File: config.mk
export PLATFORM = sky130hd
export DESIGN_NAME = xor_fault_monitor
export DESIGN_NICKNAME = d
export VERILOG_FILES = /design/src/rtl/xor_fault_monitor.sv
export SDC_FILE = /design/constraint.sdc
export NUM_CORES = 1
export LEC_CHECK = 0
export CORE_ASPECT_RATIO = 1.4
export CORE_UTILIZATION = 52
export CTS_CLUSTER_SIZE = 8
export DETAILED_ROUTE_END_ITERATION = 10
export GPL_TIMING_DRIVEN = 0
export PLACE_DENSITY = 0.8
export SYNTH_ARGS = -nofsm -noshare
export SYNTH_HDL_FRONTEND = slang
export SYNTH_SLANG_ARGS = --single-unit
File: constraint.sdc
create_clock -name clk -period 2.89 [get_ports clk]
set_input_delay 0.578 -clock clk [delete_from_list [all_inputs] [get_ports clk]]
set_output_delay 0.578 -clock clk [all_outputs]
set_load 0.05 [all_outputs]
File: src/rtl/xor_fault_monitor.sv
`timescale 1ns/1ps
// xor_fault_monitor
//   Stimulus/checker stage for a 6-input XOR target gate. It sweeps the
//   target input through all 64 patterns. Each pattern is held for a settle
//   window, and then the target output is sampled and compared with the
//   expected parity. Every mismatch is reported as a fault record over a
//   valid/ready handshake. Saturating counters track faults and completed
//   sweeps.
//
// Ports
//   clk            single clock
//   rst_n          asynchronous active-low reset
//   en             run enable (checked in IDLE and when leaving a pattern)
//   clr            synchronous clear of fault_count and sweep_count
//   a[5:0]         registered stimulus to the target gate
//   q              target output (asynchronous, synchronised here)
//   fault_valid    fault record available
//   fault_ready    consumer accepts the fault record
//   fault_pattern  value of a at which the fault was sampled
//   fault_q        sampled (wrong) q value
//   fault_count    total faults, saturating
//   sweep_count    completed 64-pattern sweeps, saturating
//   busy           high whenever the monitor is not idle
module xor_fault_monitor #(
  parameter int SETTLE_CYCLES = 4,
  parameter int CNT_W         = 16
) (
  input  logic             clk,
  input  logic             rst_n,
  input  logic             en,
  input  logic             clr,
  output logic [5:0]       a,
  input  logic             q,
  output logic             fault_valid,
  input  logic             fault_ready,
  output logic [5:0]       fault_pattern,
  output logic             fault_q,
  output logic [CNT_W-1:0] fault_count,
  output logic [CNT_W-1:0] sweep_count,
  output logic             busy
);

  // The settle counter only has to reach SETTLE_CYCLES-1.
  localparam int SCW = (SETTLE_CYCLES > 1) ? $clog2(SETTLE_CYCLES) : 1;
  localparam logic [SCW-1:0]   SETTLE_LAST = SCW'(SETTLE_CYCLES - 1);
  localparam logic [CNT_W-1:0] CNT_MAX     = '1;

  typedef enum logic [1:0] {
    IDLE   = 2'd0,
    DRIVE  = 2'd1,
    SAMPLE = 2'd2,
    REPORT = 2'd3
  } state_t;

  state_t           state_reg, state_next;
  logic             q_meta_reg, q_s_reg;
  logic [SCW-1:0]   settle_reg, settle_next;
  logic [5:0]       a_reg, a_next;
  logic             fault_valid_reg, fault_valid_next;
  logic [5:0]       fault_pattern_reg, fault_pattern_next;
  logic             fault_q_reg, fault_q_next;
  logic [CNT_W-1:0] fault_count_reg, fault_count_next;
  logic [CNT_W-1:0] sweep_count_reg, sweep_count_next;
  logic             busy_reg, busy_next;

  logic advance;    // step a to the next pattern on this edge
  logic fault_inc;  // a mismatch is recorded on this edge
  logic sweep_inc;  // a wraps from 63 to 0 on this edge
  logic match;

  assign match = (q_s_reg == ^a_reg);

  always_comb begin
    state_next         = state_reg;
    settle_next        = settle_reg;
    a_next             = a_reg;
    fault_valid_next   = fault_valid_reg;
    fault_pattern_next = fault_pattern_reg;
    fault_q_next       = fault_q_reg;
    advance            = 1'b0;
    fault_inc          = 1'b0;

    case (state_reg)
      IDLE: begin
        if (en) begin
          state_next  = DRIVE;
          settle_next = '0;
        end
      end
      DRIVE: begin
        // en is deliberately ignored: a started pattern is always sampled.
        if (settle_reg == SETTLE_LAST) begin
          state_next = SAMPLE;
        end else begin
          settle_next = settle_reg + 1'b1;
        end
      end
      SAMPLE: begin
        if (match) begin
          advance     = 1'b1;
          settle_next = '0;
          state_next  = en ? DRIVE : IDLE;
        end else begin
          fault_valid_next   = 1'b1;
          fault_pattern_next = a_reg;
          fault_q_next       = q_s_reg;
          fault_inc          = 1'b1;
          state_next         = REPORT;
        end
      end
      REPORT: begin
        if (fault_valid_reg && fault_ready) begin
          advance          = 1'b1;
          fault_valid_next = 1'b0;
          settle_next      = '0;
          state_next       = en ? DRIVE : IDLE;
        end
      end
      default: state_next = IDLE;
    endcase

    sweep_inc = advance && (a_reg == 6'd63);
    if (advance) begin
      a_next = a_reg + 6'd1;
    end

    // clr takes priority over a same-cycle increment.
    fault_count_next = fault_count_reg;
    if (clr) begin
      fault_count_next = '0;
    end else if (fault_inc && (fault_count_reg != CNT_MAX)) begin
      fault_count_next = fault_count_reg + 1'b1;
    end

    sweep_count_next = sweep_count_reg;
    if (clr) begin
      sweep_count_next = '0;
    end else if (sweep_inc && (sweep_count_reg != CNT_MAX)) begin
      sweep_count_next = sweep_count_reg + 1'b1;
    end

    // Registered from the next state so busy tracks the state register.
    busy_next = (state_next != IDLE);
  end

  always_ff @(posedge clk or negedge rst_n) begin
    if (!rst_n) begin
      state_reg         <= IDLE;
      q_meta_reg        <= 1'b0;
      q_s_reg           <= 1'b0;
      settle_reg        <= '0;
      a_reg             <= 6'd0;
      fault_valid_reg   <= 1'b0;
      fault_pattern_reg <= 6'd0;
      fault_q_reg       <= 1'b0;
      fault_count_reg   <= '0;
      sweep_count_reg   <= '0;
      busy_reg          <= 1'b0;
    end else begin
      state_reg         <= state_next;
      q_meta_reg        <= q;
      q_s_reg           <= q_meta_reg;
      settle_reg        <= settle_next;
      a_reg             <= a_next;
      fault_valid_reg   <= fault_valid_next;
      fault_pattern_reg <= fault_pattern_next;
      fault_q_reg       <= fault_q_next;
      fault_count_reg   <= fault_count_next;
      sweep_count_reg   <= sweep_count_next;
      busy_reg          <= busy_next;
    end
  end

  assign a             = a_reg;
  assign fault_valid   = fault_valid_reg;
  assign fault_pattern = fault_pattern_reg;
  assign fault_q       = fault_q_reg;
  assign fault_count   = fault_count_reg;
  assign sweep_count   = sweep_count_reg;
  assign busy          = busy_reg;

endmodule

==> impl_metrics.env, run 1 <==
export IMPL_cp_data_required_time_ns=3.13
export IMPL_min_period_over_period_pct=91.63
export IMPL_fp_coreArea_sq_mm=0.004917
export IMPL_vias_per_cell=5.959
export IMPL_netlist_area_sq_mm=0.002696
export IMPL_holdBufCountCts=0
export IMPL_yosysSeqAreaShare_pct=49.19
export IMPL_syn_to_final_growth_pct=25.66
export IMPL_dr_first_iter_drc_count=253
export IMPL_h_tree_depth=2
export IMPL_die_area_sq_mm=0.005481
export IMPL_antenna_cells=0
export IMPL_grt_total_usage_pct=23.58
export IMPL_p_leak_nw=1.319
export IMPL_ys_async_sr_fraction_pct=100.0
export IMPL_io_buffers=51
export IMPL_crit_buf_inv=0
export IMPL_timing_fmax_ghz=0.3776
export IMPL_critPathTopFamily="simple AND/OR/NAND/NOR gates"
export IMPL_grt_setup_unrepaired="false"
export IMPL_cts_resized=0
export IMPL_cts_tree="built"
export IMPL_powerDensity_mw_per_mm2=706.1
export IMPL_grt_pass1_vias=2269
export IMPL_ff_latch_area_sq_mm=0.001326
export IMPL_synth_main_ff_cell="dfrtp_1"
export IMPL_critPathMaxFanout=7
export IMPL_yosysUniqueCellTypes=45
export IMPL_cts_root_buf="clkbuf_8"
export IMPL_slew_viol_final=0
export IMPL_fin_crit_ns=2.648
export IMPL_status="finished clean"
export IMPL_finalSetupViolCount=0
export IMPL_avgSynthCellArea_sq_um=10.10
export IMPL_drt_first_pass_iters=4
export IMPL_cts_buffers=5
export IMPL_grt_pass1_wl_um=10150
export IMPL_cts_buffer_depth=2
export IMPL_rows=30
export IMPL_peakVddDrop_v=0.0007949
export IMPL_syn_nets=279
export IMPL_dieHeight_um=87.20
export IMPL_ys_ff_latch=53
export IMPL_gr_total_overflow=0
export IMPL_grt_max_degree=39
export IMPL_hold_slack_ns=0.1705
export IMPL_yosys_area_top_type="dfrtp_1"
export IMPL_crit_type="reg2reg"
export IMPL_gp_congestion=0.8705
export IMPL_finalHoldViolCount=0
export IMPL_pre_cts_ws_ns=0.2462
export IMPL_clk_pin_slew_ns=0.10
export IMPL_antenna_found_initial=0
export IMPL_worstSetupStartpointType="register"
export IMPL_cts_setup_buffers=0
export IMPL_slowest_delay_ns=0.50
export IMPL_slew_headroom_pct=62.15
export IMPL_wl_um=5935
export IMPL_clk_latency_ns=0.31
export IMPL_min_path_type="in2async"
export IMPL_ant_nets=0
export IMPL_finClkSkew_ns=0.01474
export IMPL_fin_nets=338
export IMPL_syn_instance_count=267
export IMPL_synth_warning_count=0
export IMPL_cts_sinks=53
export IMPL_hpwl_um=4348
export IMPL_synth_top_area_share_pct=49.19
export IMPL_drc=0
export IMPL_tightest_slew_ns=0.5637
export IMPL_synth_edf_count=0
export IMPL_synthTopCellsByArea="dfrtp_1, mux2_2, a21oi_1"
export IMPL_post_drt_wl_per_cell_um=15.18
export IMPL_num_vias=2330
export IMPL_critical_path_arrival_ns=2.88
export IMPL_num_fill_cells=393
export IMPL_drive_gt1_share_pct=7.645
export IMPL_path_cells="ha_1, xor2_2, xnor2_1, nand4_1, or4_1, a21oi_1"
export IMPL_boundaryPins=53
export IMPL_crit_slowest_cell="or4_1"
export IMPL_layout_setup_ws_ns=0.2418
export IMPL_multi_input_area_sq_mm=0.001305
export IMPL_die_x_um=62.86
export IMPL_start_util_pct=54.83
export IMPL_max_cap_viol_count=0
export IMPL_cp_end_kind="register"
cell families (layout without fill, tap and decap cells):
logic type               count (synthesis)  count (layout)  share of synthesized area [%]
AND/OR/NAND/NOR                        104             104                          20.97
AO/OA/AOI/OAI                           64              64                          15.36
flip-flops                              53              53                          49.19
XOR/XNOR                                15              15                          5.151
buffers and inverters                   15              75                          2.413
multiplexers                            10              10                          4.130
adder cells (fa/ha/maj)                  6               6                          2.784
synth_stat cells (2+ instances only):
master,instances
nor3_1,2
xor2_1,3
a21oi_1,20
a211oi_1,2
nor2b_1,4
nand2_1,20
nand4_1,11
xnor2_1,11
nand3_1,11
nor2_1,17
and4_1,4
nor4_1,2
o2bb2ai_1,2
a22oi_1,2
mux2_2,9
clkbuf_1,7
inv_1,6
dfrtp_1,53
o21ai_0,13
o2111ai_1,2
a2111oi_0,3
and2_1,2
o211ai_1,2
and3_1,5
ha_1,6
o31ai_1,8
or4_1,10
nand2b_1,3
or3_1,11
worst paths after layout:
kind / start / end / slack [ns] / cells past startpoint
max: a[4]$_DFFE_PN0P_ / fault_count[12]$_DFFE_PN0P_ / 0.24 / 6
min: rst_n / fault_count[6]$_DFFE_PN0P_ / 0.17 / 1
max reg2reg: a[4]$_DFFE_PN0P_ / fault_count[12]$_DFFE_PN0P_ / 0.24 / 6
min reg2reg: q_meta_reg$_DFF_PN0_ / q_s_reg$_DFF_PN0_ / 0.37 / 0
max in group asynchronous: rst_n / fault_pattern[5]$_DFFE_PN0P_ / 2.17 / 2
min in group clk: q_meta_reg$_DFF_PN0_ / q_s_reg$_DFF_PN0_ / 0.37 / 0
per-layer routing:
layer	share of wire [%]	wire length [um]	vias up	global-route usage (%)
met4	2.7	158	0	11.21
met5	0	0	-	0
li1	-	-	1117	-
met2	53	3133	63	43.50
met3	4.0	238	15	4.581
met1	41	2404	1135	25.69
area by class of cell:
type | instances | area share [%]
Buffer | 9 | 1.256
Timing Repair Buffer | 52 | 15.51
Multi-Input combinational cell | 199 | 38.52
Tap cell | 64 | 2.363
Sequential cell | 53 | 39.14
Clock inverter | 2 | 0.4062
Inverter | 6 | 0.6647
Clock buffer | 6 | 2.142
where the power goes:
| group | switching (W) | total [W] | internal, W |
|---|---|---|---|
| Sequential | 0.000100 | 0.000951 | 0.000851 |
| Combinational | 0.000657 | 0.00102 | 0.000361 |
| Clock | 0.000251 | 0.000424 | 0.000173 |
| Total | 0.00101 | 0.00239 | 0.00139 |
worst reg2reg max path: cells and delay by family, from the launching register on:
family | cells | cell delay, ns
AND/OR/NAND/NOR | 2 | 0.90
adder cells (fa/ha/maj) | 1 | 0.36
AO/OA/AOI/OAI | 1 | 0.18
flip-flops | 1 | 0.45
XOR/XNOR | 2 | 0.69
per-stage QoR:
stage	total power, W	area, sq um	setup TNS (ns)	std cells	util, %
6_report	0.002392	3388	0	391	68.91
5_1_grt	0.002520	3388	0	391	68.91
4_1_cts	0.002416	3388	0	391	68.91
3_5_place_dp	0.001987	3302	0	383	67.15
3_3_place_gp	0.001964	3287	-21.10	382	66.84
2_1_floorplan	0.001676	2696	0	267	-
layout by cell type (no fill, tap or decap), types with 4 or more instances in the layout:
cell and count:
dfrtp_1 53, clkdlybuf4s50_1 50, nand2_1 20, a21oi_1 20
nor2_1 17, o21ai_0 13, nand3_1 11, xnor2_1 11
nand4_1 11, or3_1 11, or4_1 10, mux2_2 9
clkbuf_1 8, o31ai_1 8, inv_1 6, ha_1 6
and3_1 5, clkbuf_8 5, nor2b_1 4, and4_1 4
Note: power is estimated with default switching activity, not from simulation.
==> inputs of run 2 (changes only) <==
Settings changed: CAP_MARGIN set to 10.
==> results of run 2 <==
Same layout as run 1: the final DEF is identical, and so are final timing and power.
==> inputs of run 3 (changes only) <==
Settings changed: ABC_CLOCK_PERIOD_IN_PS set to 2890, CORE_ASPECT_RATIO 1.4 to not set.
==> run 3 against run 2 <==
  * Maximum frequency up 0.46%
  * Die area about the same
  * Wire length fell by 0.94%
  * Critical path type unchanged
  * Largest power group unchanged
==> impl_metrics.env, run 3 (synthesized netlist as in run 1, its figures left out) <==
export IMPL_post_drt_wl_per_cell_um=14.92
export IMPL_start_util_pct=55.61
export IMPL_worstSetupStartpointType="register"
export IMPL_p_leak_nw=1.333
export IMPL_fp_coreArea_sq_mm=0.004848
export IMPL_die_x_um=74.01
export IMPL_layout_setup_ws_ns=0.2538
export IMPL_grt_total_usage_pct=23.46
export IMPL_ant_nets=0
export IMPL_timing_fmax_ghz=0.3793
export IMPL_cts_root_buf="clkbuf_8"
export IMPL_io_buffers=51
export IMPL_cts_tree="built"
export IMPL_antenna_cells=0
export IMPL_cts_sinks=53
export IMPL_rrSetupSlack_ns=0.25
export IMPL_stdcell_area_sq_mm=0.003430
export IMPL_clk_pin_slew_ns=0.10
export IMPL_min_path_type="in2async"
export IMPL_holdBufCountCts=0
export IMPL_slowest_delay_ns=0.54
export IMPL_dr_first_iter_drc_count=133
export IMPL_crit_slowest_cell="xnor2_1"
export IMPL_cts_buffer_depth=2
export IMPL_drive_gt1_share_pct=7.951
export IMPL_cp_data_required_time_ns=3.13
export IMPL_finalSetupViolCount=0
export IMPL_rows=25
export IMPL_finalSetupTns_ns=0
export IMPL_critical_path_arrival_ns=2.88
export IMPL_finClkSkew_ns=0.01021
export IMPL_max_cap_viol_count=0
export IMPL_slew_headroom_pct=58.44
export IMPL_place_area_sq_mm=0.003306
export IMPL_num_vias=2317
export IMPL_gp_congestion=0.8858
export IMPL_slew_viol_final=0
export IMPL_wl_um=5879
export IMPL_die_area_sq_mm=0.005477
export IMPL_crit_type="reg2reg"
export IMPL_crit_buf_inv=0
export IMPL_final_cell_mix="dfrtp_1, clkdlybuf4s50_1, nand2_1, a21oi_1, nor2_1"
export IMPL_h_tree_depth=2
export IMPL_grt_setup_unrepaired="false"
export IMPL_cts_buffers=5
export IMPL_dieHeight_um=74.01
export IMPL_tightest_slew_ns=0.6190
export IMPL_final_common_cell="dfrtp_1"
export IMPL_grt_pass1_wl_um=9804
export IMPL_grt_pass1_vias=2162
export IMPL_min_period_over_period_pct=91.22
export IMPL_num_fill_cells=368
export IMPL_fin_crit_ns=2.636
export IMPL_critPathTopFamily="simple AND/OR/NAND/NOR gates"
export IMPL_peakVddDrop_v=0.0007464
export IMPL_vias_per_cell=5.881
export IMPL_path_cells="ha_1, xor2_2, xnor2_1, nand4_1, or4_1, a21oi_1"
export IMPL_critPathMaxFanout=7
export IMPL_drc=0
export IMPL_syn_to_final_growth_pct=27.19
export IMPL_drt_first_pass_iters=4
export IMPL_boundaryPins=53
export IMPL_clk_latency_ns=0.31
export IMPL_grt_max_degree=37
export IMPL_cp_end_kind="register"
export IMPL_gr_total_overflow=0
export IMPL_status="finished clean"
export IMPL_powerDensity_mw_per_mm2=734.6
export IMPL_pre_cts_ws_ns=0.1749
export IMPL_finalHoldViolCount=0
export IMPL_hpwl_um=4290
export IMPL_antenna_found_initial=0
export IMPL_fin_nets=338
run 3: per-stage QoR:
stage                     instances  utilization, %  hold slack, ns  power, W
final                           394           70.74          0.1979  0.002519
after global routing            394           70.74          0.2098  0.002657
after CTS                       394           70.58          0.2063  0.002513
after detailed placement        386           68.18          0.3457  0.001991
after global placement          385           67.87          0.3364  0.001950
after floorplan                 267               -          0.2824  0.001676
run 3: final timing paths:
| check | start | endpoint | cells past startpoint |
|---|---|---|---|
| worst max-delay path | a[4]$_DFFE_PN0P_ | fault_count[12]$_DFFE_PN0P_ | 6 |
| worst min-delay path | rst_n | fault_count[10]$_DFFE_PN0P_ | 1 |
| worst max register to register | a[4]$_DFFE_PN0P_ | fault_count[12]$_DFFE_PN0P_ | 6 |
| worst min register to register | q_meta_reg$_DFF_PN0_ | q_s_reg$_DFF_PN0_ | 0 |
| max in group asynchronous | rst_n | a[5]$_DFFE_PN0P_ | 2 |
| min in group clk | q_meta_reg$_DFF_PN0_ | q_s_reg$_DFF_PN0_ | 0 |
run 3: worst register-to-register path: stages, from the launching register on:
cell     delay (ns)
dfrtp_1        0.44
ha_1           0.35
xor2_2         0.22
xnor2_1        0.54
nand4_1        0.39
or4_1          0.49
a21oi_1        0.15
run 3: area by class of cell:
type	count	area, sq um	area share [%]
plain buffers	9	42.54	1.240
clock buffers	7	86.33	2.517
clock inverters	1	30.03	0.8756
inverters	6	22.52	0.6567
multi-input cells	199	1313	38.27
flip-flops and latches	53	1326	38.67
well taps	67	83.83	2.444
repair buffers	52	525.5	15.32
run 3: what timing repair did:
action,CTS,global route
setup buffers,0,0
resized for setup,0,1
endpoints found under the setup margin,0,1
hold endpoints to repair,0,0
run 3: per-layer routing:
metal  wire length [um]  vias up  GRT usage [%]
met5                  0        -              0
met2               2782       65          37.27
met4                 42        0          7.479
met1               2741     1130          31.28
met3                313        4          6.640
li1                   -     1118              -
run 3: power by group:
group	internal [W]	switching (W)	total, W
sequential	0.000851	0.000101	0.000952
combinational	0.000369	0.000679	0.00105
clock	0.000283	0.000236	0.000519
total	0.00150	0.00102	0.00252
